[config.mk]
export PLATFORM = sky130hd
export DESIGN_NAME = branch_predictor
export DESIGN_NICKNAME = d
export VERILOG_FILES = /design/src/rtl/branch_predictor.sv
export SDC_FILE = /design/constraint.sdc
export NUM_CORES = 2
export LEC_CHECK = 0
export BUFFER_PORTS_ARGS = -buffer_cell sky130_fd_sc_hd__buf_2
export CAP_MARGIN = 20
export CELL_PAD_IN_SITES_DETAIL_PLACEMENT = 2
export CELL_PAD_IN_SITES_GLOBAL_PLACEMENT = 2
export CORE_MARGIN = 2
export CORE_UTILIZATION = 53
export DETAILED_ROUTE_END_ITERATION = 6
export MAX_ROUTING_LAYER = met4
export PLACE_DENSITY_LB_ADDON = 0.15
export SYNTH_ARGS = -nofsm -noshare
export SYNTH_HDL_FRONTEND = slang
export SYNTH_SLANG_ARGS = --single-unit
[constraint.sdc]
create_clock -name clk -period 10.1 [get_ports clk]
set_input_delay 2.02 -clock clk [delete_from_list [all_inputs] [get_ports clk]]
set_output_delay 2.02 -clock clk [all_outputs]
set_load 0.02 [all_outputs]
[src/rtl/branch_predictor.sv]
// Direct-mapped branch target buffer with per-entry direction state, misprediction detection and event counters.
// Define BP_BHT_EN for 2-bit saturating direction counters; the default build keeps a 1-bit last-outcome state.
module branch_predictor #(
   parameter int ENTRIES = 64,
   parameter int PC_W    = 32
) (
   input  logic            clk,
   input  logic            rst_n,
   input  logic            flush_all,
   input  logic            lookup_en,
   input  logic [PC_W-1:0] pcf,
   output logic            pred_taken,
   output logic [PC_W-1:0] pred_target,
   input  logic            upd_valid,
   input  logic [PC_W-1:0] upd_pc,
   input  logic            upd_is_br,
   input  logic            upd_taken,
   input  logic [PC_W-1:0] upd_target,
   input  logic            upd_pred_taken,
   input  logic [PC_W-1:0] upd_pred_target,
   output logic            mispredict,
   output logic [PC_W-1:0] redirect_pc,
   output logic [31:0]     cnt_hits,
   output logic [31:0]     cnt_mispred
);

   localparam int IW = $clog2(ENTRIES);
   localparam int TW = PC_W - IW - 2;

`ifdef BP_BHT_EN
   localparam int SW = 2;
   localparam logic [SW-1:0] ALLOC_STATE = 2'b10;
`else
   localparam int SW = 1;
   localparam logic [SW-1:0] ALLOC_STATE = 1'b1;
`endif

   logic [ENTRIES-1:0] valid_q;
   logic [TW-1:0]      tag_q    [ENTRIES];
   logic [PC_W-1:0]    target_q [ENTRIES];
   logic [SW-1:0]      state_q  [ENTRIES];

   logic [IW-1:0] idx_f;
   logic [IW-1:0] idx_u;
   logic [TW-1:0] tag_f;
   logic [TW-1:0] tag_u;
   logic          hit_f;
   logic          hit_u;
   logic [SW-1:0] state_next;
   logic          do_update;
   logic          alloc;
   logic          train;
   logic          kill;
   logic          unused_pc_bits;

   assign idx_f = pcf[IW+1:2];
   assign tag_f = pcf[PC_W-1:IW+2];
   assign idx_u = upd_pc[IW+1:2];
   assign tag_u = upd_pc[PC_W-1:IW+2];

   // The two instruction-alignment bits never take part in indexing or tagging.
   assign unused_pc_bits = ^{pcf[1:0], upd_pc[1:0]};

   assign hit_f       = valid_q[idx_f] && (tag_q[idx_f] == tag_f);
   assign hit_u       = valid_q[idx_u] && (tag_q[idx_u] == tag_u);
   assign pred_taken  = hit_f && state_q[idx_f][SW-1];
   assign pred_target = pred_taken ? target_q[idx_f] : pcf + PC_W'(4);

   assign mispredict  = upd_valid &&
                        ((upd_taken != upd_pred_taken) ||
                         (upd_taken && (upd_target != upd_pred_target)));
   assign redirect_pc = upd_taken ? upd_target : upd_pc + PC_W'(4);

   // A flush suppresses any update resolving in the same cycle.
   assign do_update = upd_valid && !flush_all;
   assign alloc     = do_update && upd_is_br && !hit_u && upd_taken;
   assign train     = do_update && upd_is_br && hit_u;
   assign kill      = do_update && !upd_is_br && hit_u;

   always_comb begin
      state_next = state_q[idx_u];
`ifdef BP_BHT_EN
      if (upd_taken) begin
         if (state_next != 2'b11) state_next = state_next + 2'd1;
      end else begin
         if (state_next != 2'b00) state_next = state_next - 2'd1;
      end
`else
      state_next = upd_taken;
`endif
   end

   always_ff @(posedge clk or negedge rst_n) begin
      if (!rst_n) begin
         valid_q     <= '0;
         cnt_hits    <= '0;
         cnt_mispred <= '0;
         for (int i = 0; i < ENTRIES; i++) state_q[i] <= '0;
      end else begin
         if (lookup_en && hit_f) cnt_hits <= cnt_hits + 32'd1;
         if (mispredict) cnt_mispred <= cnt_mispred + 32'd1;
         if (flush_all) begin
            valid_q <= '0;
         end else if (alloc) begin
            valid_q[idx_u] <= 1'b1;
            state_q[idx_u] <= ALLOC_STATE;
         end else if (train) begin
            state_q[idx_u] <= state_next;
         end else if (kill) begin
            valid_q[idx_u] <= 1'b0;
         end
      end
   end

   // Tag and target storage needs no reset since the valid bits guard it.
   always_ff @(posedge clk) begin
      if (rst_n && (alloc || (train && upd_taken))) begin
         target_q[idx_u] <= upd_target;
      end
      if (rst_n && alloc) begin
         tag_q[idx_u] <= tag_u;
      end
   end

endmodule
==> results.sh, run 1 <==
export IMPL_outcome="stopped before the end"
export IMPL_haltStage="detailed placement (3_5_place_dp)"
export IMPL_firstError="[ERROR DPL-0033] detailed placement checks failed during check placement."
export IMPL_die_w_microns=561
export IMPL_synth_compound_area_share_pct=5.29
export IMPL_ys_dominant_reg_cell="edfxtp_1"
export IMPL_pin_count=266
export IMPL_ys_async_sr_fraction_pct=5.08
export IMPL_yosys_top_cells_area="edfxtp_1, mux4_2, mux2i_1"
export IMPL_ys_warn_count=0
export IMPL_synth_simple_area_share_pct=3.72
export IMPL_syn_num_nets=9064
export IMPL_yosysSeqAreaShare_pct=68.3
export IMPL_synthDominantCellAreaShare_pct=65.4
export IMPL_post_synth_top_count_cell="edfxtp_1"
export IMPL_synthAdderAreaFrac_pct=0.0304
export IMPL_synth_edff_count=3584
export IMPL_die_h_microns=561
export IMPL_yosysTopAreaCell="edfxtp_1"
export IMPL_floorplan_initialDensity_pct=53.3
export IMPL_gp_congestion=1.04
export IMPL_synth_distinct_cells=85
export IMPL_synthXorXnorAreaFrac_pct=0.968
export IMPL_muxShareOfSynthArea_pct=19.4
export IMPL_synth_area_sq_um=165000
export IMPL_rows=204
export IMPL_yosys_top_cells_count="edfxtp_1, mux4_2, mux2i_1"
export IMPL_synth_top_family_by_area="multiplexers"
export IMPL_ys_ff_latch=3776
export IMPL_synthCells=8924
export IMPL_portBuffers=265
export IMPL_hpwl_mm=521
export IMPL_syn_avg_cell_area_sq_um=18.4
[logic make-up after synthesis]
| kind of cell | after synthesis |
|---|---|
| DFF | 3776 |
| muxes | 1809 |
| AOI/OAI and AO/OA | 1233 |
| and+or+nand+nor | 1172 |
| buffers and inverters | 748 |
| xor gates and xnor gates | 182 |
| adders and majority gates | 4 |
[through the flow]
step,setup WS [ps],instances,hold slack [ps],area [sq um]
after floorplan,2570,8924,478,165000
after global placement,607,13176,460,174000
==> run 2, diff against run 1 <==
--- a/config.mk
+++ b/config.mk
@@ -7,12 +7,9 @@
 export LEC_CHECK = 0
 export BUFFER_PORTS_ARGS = -buffer_cell sky130_fd_sc_hd__buf_2
 export CAP_MARGIN = 20
-export CELL_PAD_IN_SITES_DETAIL_PLACEMENT = 2
-export CELL_PAD_IN_SITES_GLOBAL_PLACEMENT = 2
 export CORE_MARGIN = 2
-export CORE_UTILIZATION = 53
+export CORE_UTILIZATION = 40
 export DETAILED_ROUTE_END_ITERATION = 6
-export MAX_ROUTING_LAYER = met4
 export PLACE_DENSITY_LB_ADDON = 0.15
 export SYNTH_ARGS = -nofsm -noshare
 export SYNTH_HDL_FRONTEND = slang
==> results.sh, run 2 <==
export IMPL_finalWorstSetupSlack_ps=702
export IMPL_drive_above_1_share_pct=28.0
export IMPL_hold_depth=1
export IMPL_synthXorXnorAreaFrac_pct=0.968
export IMPL_violations="DRC"
export IMPL_gr_total_overflow=0
export IMPL_muxShareOfSynthArea_pct=19.4
export IMPL_synth_top_family_by_area="multiplexers"
export IMPL_final_common_cell="edfxtp_1"
export IMPL_synth_distinct_cells=85
export IMPL_synth_area_sq_um=165000
export IMPL_core_sq_um=410000
export IMPL_dp_slack_ps=889
export IMPL_r2r_end="tag_q[49][9]$_DFFE_PP_"
export IMPL_grt_pass1_wl_mm=882
export IMPL_regMostFlops="target_q"
export IMPL_crit_fanout=86
export IMPL_grt_pass1_vias=97830
export IMPL_cts_hold_buf=0
export IMPL_routed_via_density=6.61
export IMPL_final_cell_area_sq_um=189000
export IMPL_min_period_ps=9400
export IMPL_rr_worst_depth=14
export IMPL_leakage_uw=0.0617
export IMPL_die_h_microns=646
export IMPL_antenna_found_initial=70
export IMPL_grt_max_degree=129
export IMPL_post_synth_top_count_cell="edfxtp_1"
export IMPL_reg2reg_setup_slack_ps=4410
export IMPL_yosys_top_cells_count="edfxtp_1, mux4_2, mux2i_1"
export IMPL_grt_setup_unrepaired="no"
export IMPL_max_freq_ghz=0.106
export IMPL_fillers=34646
export IMPL_yosys_top_cells_area="edfxtp_1, mux4_2, mux2i_1"
export IMPL_fp_dieArea_sq_um=417000
export IMPL_min_period_over_period_pct=93.1
export IMPL_cts_sinks=3776
export IMPL_wl_mm=665
export IMPL_pin_count=266
export IMPL_wl_met3_mm=71.5
export IMPL_portBuffers=265
export IMPL_cp_end_kind="output pin"
export IMPL_wl_per_cell_microns=43.4
export IMPL_worst_ep_required_time_ps=8080
export IMPL_maxCapViolCount=0
export IMPL_min_to="cnt_mispred[31]$_DFFE_PN0P_"
export IMPL_yosysSeqAreaShare_pct=68.3
export IMPL_peakVddDrop_mv=0.152
export IMPL_nets=9596
export IMPL_largest_register_ffs=2048
export IMPL_ys_warn_count=0
export IMPL_clkTransAtPathRegs_ps=60
export IMPL_slew_headroom_pct=9.24
export IMPL_drt_met1_wl_mm=236
export IMPL_rows=235
export IMPL_first_pass_iters=7
export IMPL_gp_congestion=1.01
export IMPL_synth_edff_count=3584
export IMPL_floorplan_initialDensity_pct=40.2
export IMPL_tightest_slew_ps=1350
export IMPL_synthCells=8924
export IMPL_hpwl_mm=412
export IMPL_root_buffer="clkbuf_16"
export IMPL_ctsHtreeMaxLevel=5
export IMPL_power_density_nw_per_um2=184
export IMPL_die_w_microns=646
export IMPL_clk_latency_ps=1050
export IMPL_finalSetupTns_ps=0
export IMPL_finClkSkew_ps=65.6
export IMPL_ys_async_sr_fraction_pct=5.08
export IMPL_track_usage_pct=31.3
export IMPL_wl_met2_mm=302
export IMPL_finalHoldViolations=0
export IMPL_reg_top3="target_q (2048), tag_q (1536)"
export IMPL_syn_num_nets=9064
export IMPL_post_cts_buffers=0
export IMPL_area_growth_pct=15.0
export IMPL_ys_dominant_reg_cell="edfxtp_1"
export IMPL_layout_common_cells="edfxtp_1, mux4_2, mux2i_1"
export IMPL_ctsResizeCount=0
export IMPL_final_max_slew_viol_count=0
export IMPL_setup_viol=0
export IMPL_dr_max_layer_used="met5"
export IMPL_syn_avg_cell_area_sq_um=18.4
export IMPL_remaining_drc_errors=1
export IMPL_hold_path_class="register to register"
export IMPL_start_kind="primary input"
export IMPL_hold_start="cnt_mispred[31]$_DFFE_PN0P_"
export IMPL_synth_compound_area_share_pct=5.29
export IMPL_synth_simple_area_share_pct=3.72
export IMPL_ys_ff_latch=3776
export IMPL_r2r_start="tag_q[34][13]$_DFFE_PP_"
export IMPL_synthAdderAreaFrac_pct=0.0304
export IMPL_synthDominantCellAreaShare_pct=65.4
export IMPL_critPathArrivalTime_ps=7380
export IMPL_vias=101278
export IMPL_path_class="primary input to output pin"
export IMPL_cts_made_buffers=410
export IMPL_drt_initial_drc_count=15813
export IMPL_outcome="finished, violations left"
export IMPL_clockBufferDepth=4
export IMPL_placed_cell_area_sq_um=176000
export IMPL_yosysTopAreaCell="edfxtp_1"
export IMPL_cts_tree="done"
export IMPL_postRouteAntennaNets=0
==> run 2: cell counts after synthesis <==
No cell type changed its count.
==> run 2: stage by stage <==
step                std cells  util (%)  total power [uW]  hold WS, ps
global placement        14485      43.0             20200          458
CTS                     15234      46.1             34800          471
global route            15295      46.2             35500          492
detailed placement      14490      43.0             20200          460
floorplan                8924         -             18800          478
finish                  15330      46.2             34800          464
==> run 2: metal layers <==
| metal | GRT usage (%) | vias up |
|---|---|---|
| li1 | - | 38414 |
| met1 | 38.9 | 53680 |
| met2 | 48.1 | 7280 |
| met3 | 8.27 | 1854 |
| met4 | 21.6 | 50 |
| met5 | 0 | - |
==> run 2: worst max-delay path by stage <==
stage	endpoint	from	slack, ps
2_1_floorplan	pred_target[10]	pcf[2]	2570
3_3_place_gp	pred_target[2]	pcf[3]	800
3_5_place_dp	pred_target[2]	pcf[2]	890
4_1_cts	pred_target[2]	pcf[2]	860
5_1_grt	pred_target[2]	pcf[3]	760
6_report	pred_target[2]	pcf[3]	700
==> run 2: power breakdown <==
part | leakage (uW) | switching (uW) | internal (uW) | total, uW
combinational | 0.0208 | 1880 | 874 | 2760
clock | 0.00633 | 6390 | 8450 | 14800
sequential | 0.0345 | 19.0 | 17200 | 17200
==> run 2: layout make-up <==
cell class | instances | area [sq um] | area share (%)
sequential | 3776 | 112000 | 59.4
antenna | 91 | 228 | 0.120
tap | 5451 | 6820 | 3.60
multi-input combinational | 4400 | 49500 | 26.2
timing repair buffer | 778 | 6960 | 3.67
clock buffer | 512 | 10800 | 5.70
clock inverter | 232 | 2220 | 1.17
inverter | 90 | 354 | 0.187
==> run 2: worst max-delay path, stage by stage <==
cell and delay (ps):
buf_8 300, buf_12 530, mux4_2 590, mux2i_1 430, nor2_1 120, nor4_1 490, buf_4 230, nor2_1 60
a2111oi_0 550, nand4b_1 250, nor4_4 200, and3_2 250, buf_12 250, mux2i_1 250, buf_4 210, buf_2 190
==> run 2: kinds of logic after synthesis <==
logic type,count (synthesis)
AOI/OAI and AO/OA,1233
DFF,3776
xor gates and xnor gates,182
and+or+nand+nor,1172
adders and majority gates,4
muxes,1809
buffers and inverters,748
Note: power is estimated with default switching activity, not from simulation.
